===== config.mk =====
export PLATFORM = sky130hd
export DESIGN_NAME = hazard_forward_unit
export DESIGN_NICKNAME = d
export VERILOG_FILES = /design/src/rtl/hazard_forward_unit.sv
export SDC_FILE = /design/constraint.sdc
export NUM_CORES = 1
export LEC_CHECK = 0
export ABC_AREA = 1
export CAP_MARGIN = 20
export CORE_MARGIN = 5
export CORE_UTILIZATION = 45
export CTS_CLUSTER_DIAMETER = 80
export DETAILED_ROUTE_END_ITERATION = 7
export PLACE_DENSITY = 0.83
export SKIP_LAST_GASP = 1
export SYNTH_ARGS = -nofsm -noshare
export SYNTH_HDL_FRONTEND = slang
export SYNTH_SLANG_ARGS = --single-unit

===== constraint.sdc =====
create_clock -name clk -period 5.7 [get_ports clk]
set_input_delay 1.14 -clock clk [delete_from_list [all_inputs] [get_ports clk]]
set_output_delay 1.14 -clock clk [all_outputs]
set_load 0.005 [all_outputs]

===== src/rtl/hazard_forward_unit.sv =====
// Hazard detection and operand forwarding for the pipelined MIPS core.
// Tracks DEPTH post-decode slots, picks each decode operand from the youngest producer, and owns the ID/EX operand register.
module hazard_forward_unit #(
    parameter int DATA_W    = 32,
    parameter int REG_AW    = 5,
    parameter int DEPTH     = 3,
    parameter int LOAD_SLOT = 2,
    parameter int FWD_EN    = 1
) (
    input  logic              clk,
    input  logic              rst,
    input  logic              id_valid,
    input  logic [REG_AW-1:0] id_src1,
    input  logic [REG_AW-1:0] id_src2,
    input  logic              id_src2_used,
    input  logic [REG_AW-1:0] id_dest,
    input  logic              id_wb_en,
    input  logic              id_mem_r_en,
    input  logic [DATA_W-1:0] id_rdata1,
    input  logic [DATA_W-1:0] id_rdata2,
    input  logic [DATA_W-1:0] ex_result,
    input  logic [DATA_W-1:0] mem_rdata,
    input  logic              flush,
    output logic              stall,
    output logic [DATA_W-1:0] ex_op1,
    output logic [DATA_W-1:0] ex_op2,
    output logic              ex_valid,
    output logic [15:0]       stall_cnt
);

    logic              valid_r [DEPTH];
    logic [REG_AW-1:0] dest_r  [DEPTH];
    logic              wb_en_r [DEPTH];
    logic              load_r  [DEPTH];
    logic              ready_r [DEPTH];
    logic [DATA_W-1:0] data_r  [DEPTH];

    logic              eff_ready_s [DEPTH];
    logic [DATA_W-1:0] eff_data_s  [DEPTH];
    logic [DEPTH-1:0]  match1_s;
    logic [DEPTH-1:0]  match2_s;
    logic              hit1_s;
    logic              hit2_s;
    logic              rdy1_s;
    logic              rdy2_s;
    logic [DATA_W-1:0] op1_s;
    logic [DATA_W-1:0] op2_s;
    logic              hazard1_s;
    logic              hazard2_s;
    logic              stall_s;
    logic              issue_s;

    logic [DATA_W-1:0] ex_op1_r;
    logic [DATA_W-1:0] ex_op2_r;
    logic [15:0]       stall_cnt_r;

    // Effective slot view: slot 0 ALU results and the load in the memory-read slot come straight off the live buses.
    always_comb begin
        for (int i = 0; i < DEPTH; i++) begin
            if ((i == 0) && !load_r[i]) begin
                eff_ready_s[i] = 1'b1;
                eff_data_s[i]  = ex_result;
            end else if ((i == LOAD_SLOT - 1) && load_r[i]) begin
                eff_ready_s[i] = 1'b1;
                eff_data_s[i]  = mem_rdata;
            end else begin
                eff_ready_s[i] = ready_r[i];
                eff_data_s[i]  = data_r[i];
            end
        end
    end

    // Per-slot producer matches for both decode sources; register 0 never matches.
    always_comb begin
        match1_s = {DEPTH{1'b0}};
        match2_s = {DEPTH{1'b0}};
        for (int i = 0; i < DEPTH; i++) begin
            match1_s[i] = valid_r[i] & wb_en_r[i] & (dest_r[i] == id_src1)
                        & (id_src1 != {REG_AW{1'b0}});
            match2_s[i] = valid_r[i] & wb_en_r[i] & (dest_r[i] == id_src2)
                        & (id_src2 != {REG_AW{1'b0}}) & id_src2_used;
        end
    end

    // Priority pick: scan oldest to youngest so the lowest matching index overwrites everything older.
    always_comb begin
        hit1_s = 1'b0;
        hit2_s = 1'b0;
        rdy1_s = 1'b0;
        rdy2_s = 1'b0;
        op1_s  = id_rdata1;
        op2_s  = id_rdata2;
        for (int i = DEPTH - 1; i >= 0; i--) begin
            hit1_s = hit1_s | match1_s[i];
            rdy1_s = match1_s[i] ? eff_ready_s[i] : rdy1_s;
            op1_s  = match1_s[i] ? eff_data_s[i]  : op1_s;
            hit2_s = hit2_s | match2_s[i];
            rdy2_s = match2_s[i] ? eff_ready_s[i] : rdy2_s;
            op2_s  = match2_s[i] ? eff_data_s[i]  : op2_s;
        end
    end

    assign hazard1_s = hit1_s & ((FWD_EN != 0) ? ~rdy1_s : 1'b1);
    assign hazard2_s = hit2_s & ((FWD_EN != 0) ? ~rdy2_s : 1'b1);
    assign stall_s   = (hazard1_s | hazard2_s) & id_valid & ~flush;
    assign issue_s   = id_valid & ~stall_s & ~flush;

    // Slot pipeline: decode or a bubble enters slot 0, everything else shifts one slot older.
    always_ff @(posedge clk or negedge rst) begin
        if (!rst) begin
            for (int i = 0; i < DEPTH; i++) begin
                valid_r[i] <= 1'b0;
                dest_r[i]  <= {REG_AW{1'b0}};
                wb_en_r[i] <= 1'b0;
                load_r[i]  <= 1'b0;
                ready_r[i] <= 1'b0;
                data_r[i]  <= {DATA_W{1'b0}};
            end
        end else begin
            valid_r[0] <= issue_s;
            dest_r[0]  <= id_dest;
            wb_en_r[0] <= id_wb_en;
            load_r[0]  <= id_mem_r_en;
            ready_r[0] <= 1'b0;
            data_r[0]  <= {DATA_W{1'b0}};
            for (int i = 1; i < DEPTH; i++) begin
                valid_r[i] <= valid_r[i-1];
                dest_r[i]  <= dest_r[i-1];
                wb_en_r[i] <= wb_en_r[i-1];
                load_r[i]  <= load_r[i-1];
                ready_r[i] <= eff_ready_s[i-1];
                data_r[i]  <= eff_data_s[i-1];
            end
        end
    end

    // ID/EX operand register; holds its old contents on a bubble.
    always_ff @(posedge clk or negedge rst) begin
        if (!rst) begin
            ex_op1_r <= {DATA_W{1'b0}};
            ex_op2_r <= {DATA_W{1'b0}};
        end else if (issue_s) begin
            ex_op1_r <= op1_s;
            ex_op2_r <= op2_s;
        end
    end

    // Saturating stall-cycle counter.
    always_ff @(posedge clk or negedge rst) begin
        if (!rst) begin
            stall_cnt_r <= 16'h0000;
        end else if (stall_s && (stall_cnt_r != 16'hFFFF)) begin
            stall_cnt_r <= stall_cnt_r + 16'h0001;
        end
    end

    assign stall     = stall_s;
    assign ex_op1    = ex_op1_r;
    assign ex_op2    = ex_op2_r;
    assign ex_valid  = valid_r[0];
    assign stall_cnt = stall_cnt_r;

endmodule


Word-level counts from Yosys, hierarchy flattened
Index checks and enable logic that the tools add are counted.
Storage, ports and cells
  output and inout port bits: 82
  flip-flop bits (word level): 169
Operators by class
  bitwise gates (word level): 33
  reduce and logical (&&, ||, !) cells: 3
  equal/unequal tests: 7
  multiplexer cells: 16
  $add $sub $neg: 1
Operator list (number)
  $mux 32: 8
  $eq 5x5->1: 6
  $and 1x1->1: 24
  $add 16x1->16 const B: 1
  $ne 16x16->1 const B: 1
  $reduce_bool 5->1: 2
  $mux 1: 8
  $or 1x1->1: 5
  $not 1->1: 4
  $logic_and 1x1->1: 1

Logic depth before layout (Yosys ltp)
Gate-level depths: netlist of the first run.
  depth in word-level cells: 15
  depth in mapped cells: 18

Least setup slack after synthesis of the first run
OpenSTA, ideal clock, no wires.
  kind: input to output
  from: input port id_src2[4]
  to: output port stall
  buffers on the path: 2
  cell stages on the path: 15
  slack: 2058 ps
  required time: 4560 ps
  arrival: 2502 ps
  cells stage by stage: inv_2 -> nand2_1 -> nand2_1 -> nand2_1 -> inv_1 -> nand3_1 -> nor2_1 -> nand2_1 -> nand2_1 -> nand2_1 -> nand3_4 -> inv_2 -> buf_4 -> buf_4 -> nor3_1
On the way
  longest elaborated chain between the ends: 12
RTL lines
  start: declaration: RTL line 14  | input logic [REG_AW-1:0] id_src2,
  $eq 5x5->1: RTL line 80  | match2_s[i] = valid_r[i] & wb_en_r[i] & (dest_r[i] == id_src2)
  $and 1x1->1: RTL line 80
  $and 1x1->1 (2 in series): RTL line 81  | & (id_src2 != {REG_AW{1'b0}}) & id_src2_used;
  $mux 1 (3 in series): RTL line 98  | rdy2_s = match2_s[i] ? eff_ready_s[i] : rdy2_s;
  $not 1->1: RTL line 104  | assign hazard2_s = hit2_s & ((FWD_EN != 0) ? ~rdy2_s : 1'b1);
  $and 1x1->1 (*): RTL line 104
  $or 1x1->1 (*): RTL line 105  | assign stall_s = (hazard1_s | hazard2_s) & id_valid & ~flush;
  $and 1x1->1 (*) (2 in series): RTL line 105
  end: declaration: RTL line 24  | output logic stall,
Every way passes the cells marked *; elsewhere a longest branch is shown, timed or not.

Worst setup path in the final report of the first run
  from: input port id_src2[0]
  to: output port stall
Same word-level chain as after synthesis.

==> results.toml, run 1 <==
[timing]
worst_pin_slew_ns = 0.992
fin_tns_setup_ns = 0
hold_violations = 0
clock.fmax_mhz = 205
maxSlewHeadroom_pct = 33.9
fin_skew_ns = 0.0108
finalCriticalPeriod_ns = 4.88
fin_ws_ns = 0.820
fin_crit_sh_pct = 85.6
finalSetupViolCount = 0
hold_ws_ns = 0.398
drv_slew = 0
rsz0062_at_grt = "false"

[cells_and_area]
syn2layout_area_growth_pct = 34.8
nFillCells = 1682
regArea_um2 = 4230
layout_common_cells = "nand2_1 (446), clkdlybuf4s50_1 (230), dfrtp_1 (169)"
multi_input_area_um2 = 4030
drive_gt1_share_pct = 5.44
finalInstanceArea_um2 = 12100
nets = 1573
final_common_cell = "nand2_1"

[placed_design]
port_buffers = 231
gp_congestion = 0.861
place_ws_ns = 0.792
hpwlAfterDp_mm = 20.1
place_area_um2 = 11500

[worst_setup_path]
r2r_setup_slack_ns = 1.97
max_stage_delay_ns = 0.53
start_kind = "input pin"
startpoint = "id_src2[0]"
path_buf_inv = 3
setup.worst_path.class = "input pin to output port"
cp_slowest_cell = "clkdlybuf4s50_1"
worst_ep_required_time_ns = 4.56
cp_top_family = "simple AND/OR/NAND/NOR gates"
endpoint_kind = "output port"
cp.depth = 13
crit_arrival_ns = 3.74
crit_end = "stall"
path_max_fanout = 35
crit_chain = "clkdlybuf4s50_1 > nor2_1 > nand2_1 > nor2_2 > nor2_2 > nand2_4 > nand3_1 > nand2_1 > nand2_1 > nand3_4 > inv_2 > nor3_1 > clkdlybuf4s50_1"
worstRegToRegCells = 15
rr_endpoint = "ex_op1[25]$_DFFE_PN0P_"
cpMostUsedCell = "nand2_1"
r2r_start = "ex_valid$_DFF_PN0_"

[clock_network]
cts-resized-gates = 0
cts-root-buf = "clkbuf_16"
clock_path_buffers = 2
h-tree-depth = 4
cts.sinks = 169
clock_latency_ns = 0.43
clk_pin_slew_ns = 0.07
postCtsSetupBuffers = 0
numCtsBuffers = 17
cts_tree = "built"
hold_buffers = 0

[detailed_routing]
first_pass_iters = 5
drcViolationCount = 0
num_vias = 9299
dr.first_iter.drc_count = 790
wire_per_inst_um = 18.0
wl_mm = 30.5
ant_nets = 0
vias_per_cell = 5.47

[global_route]
grt_max_degree = 89
grt_pass1_vias = 9448
grtUsageTotal_pct = 27.0
antenna_found_initial = 1
grt_overflow_total = 0
grt_pass1_wl_mm = 48.7

[run]
cap_violations = 0

[min_path]
hold_path.class = "flop to flop"

[floorplan]
die_y_um = 151
ioPinCount = 232
die_area_um2 = 22900
rows = 51
core_um2 = 19600
initial_utilization_pct = 46.0
die_w_um = 151

[synth]
yosysUniqueCellTypes = 28
syn_inst = 1231
avgSynthCellArea_um2 = 7.32
synth_fp_nets = 1382
ys_seq_area_share_pct = 47.0
syn-cell-area_um2 = 9010
yosysWarningCount = 0
synth.ff_latch_count = 169

[run_status]
status = "finished, final reports clean"

[power_and_ir_drop]
p_per_area_nw_per_um2 = 263
irDropWorstVdd_mv = 0.202
power.leakage_nw = 5.86
finalPower_w = 0.00319
how the worst min path moves through the flow:
stage | from | to | slack (ns) | cells after the start
floorplan | load_r[2]$_DFF_PN0_ | load_r[1]$_DFF_PN0_ | 0.35 | 0
global placement | wb_en_r[2]$_DFF_PN0_ | wb_en_r[1]$_DFF_PN0_ | 0.38 | 0
detailed placement | wb_en_r[2]$_DFF_PN0_ | wb_en_r[1]$_DFF_PN0_ | 0.37 | 0
CTS | wb_en_r[2]$_DFF_PN0_ | wb_en_r[1]$_DFF_PN0_ | 0.40 | 0
global route | wb_en_r[2]$_DFF_PN0_ | wb_en_r[1]$_DFF_PN0_ | 0.42 | 0
finish | wb_en_r[2]$_DFF_PN0_ | wb_en_r[1]$_DFF_PN0_ | 0.40 | 0
kinds of logic (layout without fill, tap and decap cells):
family | count (synthesis) | in the layout | synth area share [%]
buffers and inverters | 190 | 394 | 8.65
other | 0 | 1 | 0
adder cells (fa/ha/maj) | 1 | 1 | 0.139
AND/OR/NAND/NOR | 745 | 745 | 35.4
flip-flops | 169 | 169 | 47.0
AO/OA/AOI/OAI | 104 | 104 | 6.71
XOR/XNOR | 22 | 22 | 2.14
cells in the mapped netlist (all sizes together):
| library cell | count | share of area [%] |
|---|---|---|
| a21oi | 68 | 3.8 |
| clkinv | 2 | 0.083 |
| nand2 | 450 | 19 |
| dfrtp | 169 | 47 |
| ha | 1 | 0.14 |
| nor2 | 95 | 4.1 |
| buf | 26 | 1.8 |
| o21ai | 4 | 0.26 |
| nand4 | 81 | 5.6 |
| nand3 | 114 | 6.5 |
| nor3 | 4 | 0.22 |
| clkbuf | 51 | 2.1 |
| xnor2 | 15 | 1.5 |
| o211ai | 32 | 2.7 |
| nor4 | 1 | 0.069 |
| xor2 | 7 | 0.68 |
| inv | 111 | 4.6 |
state kept, by name (all words and copies together), names as in the netlist:
| register | count |
|---|---|
| dest_r | 15 |
| valid_r | 2 |
| stall_cnt | 16 |
| ex_op2 | 32 |
| ex_valid | 1 |
| wb_en_r | 3 |
| ready_r | 1 |
| ex_op1 | 32 |
| data_r | 64 |
| eff_ready_s | 1 |
| load_r | 2 |
metrics by stage:
stage / std cells / util [%]
2_1_floorplan: 1231 / -
3_3_place_gp: 1668 / 58.5
3_5_place_dp: 1668 / 58.5
4_1_cts: 1700 / 62.0
5_1_grt: 1700 / 62.0
6_report: 1701 / 62.0
report_power, final:
group	switching, W	internal (W)	total, W
Sequential	0.0000599	0.00130	0.00136
Clock	0.000523	0.000803	0.00133
Combinational	0.000238	0.000267	0.000505
layout make-up:
type	count	area share (%)
Clock inverter	14	1.91
Tap cell	265	2.73
Sequential cell	169	34.8
Timing Repair Buffer	249	20.2
Multi-Input combinational cell	872	33.2
Clock buffer	18	3.62
Inverter	113	3.49
Antenna cell	1	0.0206
metal layers:
metal  vias up  GRT usage, %  wire length, µm
met2       570          42.9            14100
met1      4295          35.0            12100
li1       4354             -                -
met3        78          6.45             3360
met4         2          12.7             1010
met5         -             0               15
Power figures use the tool's default switching activity.
==> run 2: changes to the inputs <==
--- a/config.mk
+++ b/config.mk
@@ -7,11 +7,11 @@
 export LEC_CHECK = 0
 export ABC_AREA = 1
 export CAP_MARGIN = 20
-export CORE_MARGIN = 5
+export CORE_MARGIN = 2
 export CORE_UTILIZATION = 45
 export CTS_CLUSTER_DIAMETER = 80
 export DETAILED_ROUTE_END_ITERATION = 7
-export PLACE_DENSITY = 0.83
+export PLACE_DENSITY_LB_ADDON = 0.15
 export SKIP_LAST_GASP = 1
 export SYNTH_ARGS = -nofsm -noshare
 export SYNTH_HDL_FRONTEND = slang
==> results.toml, run 2 (same netlist as run 1, synthesis figures left out) <==
[global_route]
grt_pass1_wl_mm = 48.8
antenna_found_initial = 1
grt_max_degree = 97
grt_overflow_total = 0
grt_pass1_vias = 9308
grtUsageTotal_pct = 29.0

[run_status]
status = "finished, final reports clean"

[timing]
rsz0062_at_grt = "false"
hold_violations = 0
drv_slew = 0
maxSlewHeadroom_pct = 35.8
hold_ws_ns = 0.380
worst_pin_slew_ns = 0.960
clock.fmax_mhz = 205
fin_skew_ns = 0.0122
finalSetupViolCount = 0
fin_crit_sh_pct = 85.6
fin_tns_setup_ns = 0
finalCriticalPeriod_ns = 4.88
fin_ws_ns = 0.823

[worst_setup_path]
worstRegToRegCells = 14
endpoint_kind = "output port"
worst_ep_required_time_ns = 4.56
rr_endpoint = "ex_op2[9]$_DFFE_PN0P_"
crit_chain = "clkdlybuf4s50_1 > nor2_1 > nand3_1 > inv_2 > nor2_1 > nand2_2 > nand3_1 > nand2_1 > nand2_1 > nand3_4 > inv_2 > nor3_1 > clkdlybuf4s50_1"
cp_slowest_cell = "clkdlybuf4s50_1"
crit_arrival_ns = 3.74
cp_top_family = "simple AND/OR/NAND/NOR gates"
path_max_fanout = 26
setup.worst_path.class = "input pin to output port"
path_buf_inv = 4
max_stage_delay_ns = 0.53
r2r_start = "dest_r[14]$_DFF_PN0_"
start_kind = "input pin"
r2r_setup_slack_ns = 2.00

[clock_network]
numCtsBuffers = 17
clock_path_buffers = 2
clock_latency_ns = 0.43
cts-root-buf = "clkbuf_16"
cts-resized-gates = 0
cts.sinks = 169
hold_buffers = 0
cts_tree = "built"
postCtsSetupBuffers = 0
h-tree-depth = 4
clk_pin_slew_ns = 0.07

[run]
cap_violations = 0

[placed_design]
gp_congestion = 0.899
hpwlAfterDp_mm = 19.6
place_ws_ns = 0.753
port_buffers = 231

[min_path]
holdPathStages = 0
hold_path_end = "wb_en_r[1]$_DFF_PN0_"
min_from = "wb_en_r[2]$_DFF_PN0_"
hold_path.class = "flop to flop"

[detailed_routing]
wire_per_inst_um = 18.0
num_vias = 9140
drcViolationCount = 0
wl_met1_mm = 12.6
wl_met2_mm = 14.3
highest_layer = "met4"
vias_per_cell = 5.37
wl_met3_mm = 2.81
dr.first_iter.drc_count = 744
wl_mm = 30.6
first_pass_iters = 8
ant_nets = 0

[power_and_ir_drop]
sw_frac_of_total_pct = 26.8
p_seq_share_pct = 45.0
irDropWorstVdd_mv = 0.192
p_switching_w = 0.000808
pwr-share-comb_pct = 16.8
p_int_w = 0.00221
p_per_area_nw_per_um2 = 250
power.leakage_nw = 5.82
pwr-share-clk_pct = 38.3

[floorplan]
rows = 51
die_w_um = 145
initial_utilization_pct = 46.1
ioPinCount = 232
die_y_um = 145
core_um2 = 19500
die_area_um2 = 21200

[cells_and_area]
largest_reg_flops = 64
final_common_cell = "nand2_1"
syn2layout_area_growth_pct = 33.9
regMostFlops = "data_r"
drive_gt1_share_pct = 5.37
regArea_um2 = 4230
multi_input_area_um2 = 4030
nFillCells = 1835
layout_common_cells = "nand2_1 (446), clkdlybuf4s50_1 (230), dfrtp_1 (169)"
nets = 1573
## run 2: cell count changes in the layout (fill, tap and decap cells not counted), sizes merged
| cell | delta |
|---|---|
| clkbuf | +2 |
| clkinvlp | +2 |
| clkinv | +1 |
| bufinv | -4 |
| inv | -2 |
| diode | +1 |
## run 2: worst max-delay path by stage
stage                from  cells after the start                     to
2_1_floorplan  id_src2[4]                     15                  stall
3_3_place_gp   id_src1[2]                     16  ex_op1[4]$_DFFE_PN0P_
3_5_place_dp   id_src1[2]                     16  ex_op2[6]$_DFFE_PN0P_
4_1_cts        id_src1[1]                     13                  stall
5_1_grt        id_src1[2]                     13                  stall
6_report       id_src1[1]                     13                  stall
## run 2: metrics by stage
step | cells | cell area (µm²) | power, W | utilization [%]
after detailed placement | 1668 | 11500 | 0.00188 | 58.8
after global placement | 1668 | 11500 | 0.00188 | 58.8
after floorplan | 1231 | 9010 | 0.00155 | -
after CTS | 1699 | 12100 | 0.00303 | 61.8
after global routing | 1700 | 12100 | 0.00315 | 61.8
final | 1701 | 12100 | 0.00301 | 61.8
## run 2: cell type report
| type | count | area share, % |
|---|---|---|
| Timing Repair Buffer | 249 | 20.4 |
| Antenna cell | 2 | 0.0415 |
| Multi-Input combinational cell | 872 | 33.4 |
| Clock inverter | 11 | 0.933 |
| Clock buffer | 20 | 3.87 |
| Tap cell | 265 | 2.75 |
| Sequential cell | 169 | 35.1 |
| Inverter | 113 | 3.52 |
## run 2: per-layer routing
layer  vias up  global-route usage, %
met5         -                      0
met1      4231                   37.0
met4         0                   12.5
met3        68                   7.46
li1       4363                      -
met2       478                   46.9
## run 2: worst register-to-register path: stages, from the launching register on
cell     delay (ns)
dfrtp_1        0.44
xnor2_1        0.18
nand2_1        0.08
nor2_1         0.14
nand2_2        0.34
nand3_1        0.18
nand2_1        0.07
nand2_1        0.11
nand3_4        0.24
inv_2          0.13
buf_4          0.61
nand2_2        0.55
buf_12         0.36
nand2_1        0.12
nand2_1        0.05
## run 2: power by group through the flow
stage                     Sequential [W]  Combinational (W)  Clock, W
after floorplan                  0.00137           0.000181         0
after global placement           0.00138           0.000500         0
final                            0.00136           0.000506   0.00115
after CTS                        0.00136           0.000510   0.00116
after detailed placement         0.00138           0.000507         0
after global routing             0.00137           0.000555   0.00123
==> run 3: changes to the inputs <==
--- a/config.mk
+++ b/config.mk
@@ -9,7 +9,6 @@
 export CAP_MARGIN = 20
 export CORE_MARGIN = 2
 export CORE_UTILIZATION = 45
-export CTS_CLUSTER_DIAMETER = 80
 export DETAILED_ROUTE_END_ITERATION = 7
 export PLACE_DENSITY_LB_ADDON = 0.15
 export SKIP_LAST_GASP = 1
==> results of run 3 <==
Same layout as run 2: the final DEF is identical, and so are final timing and power.
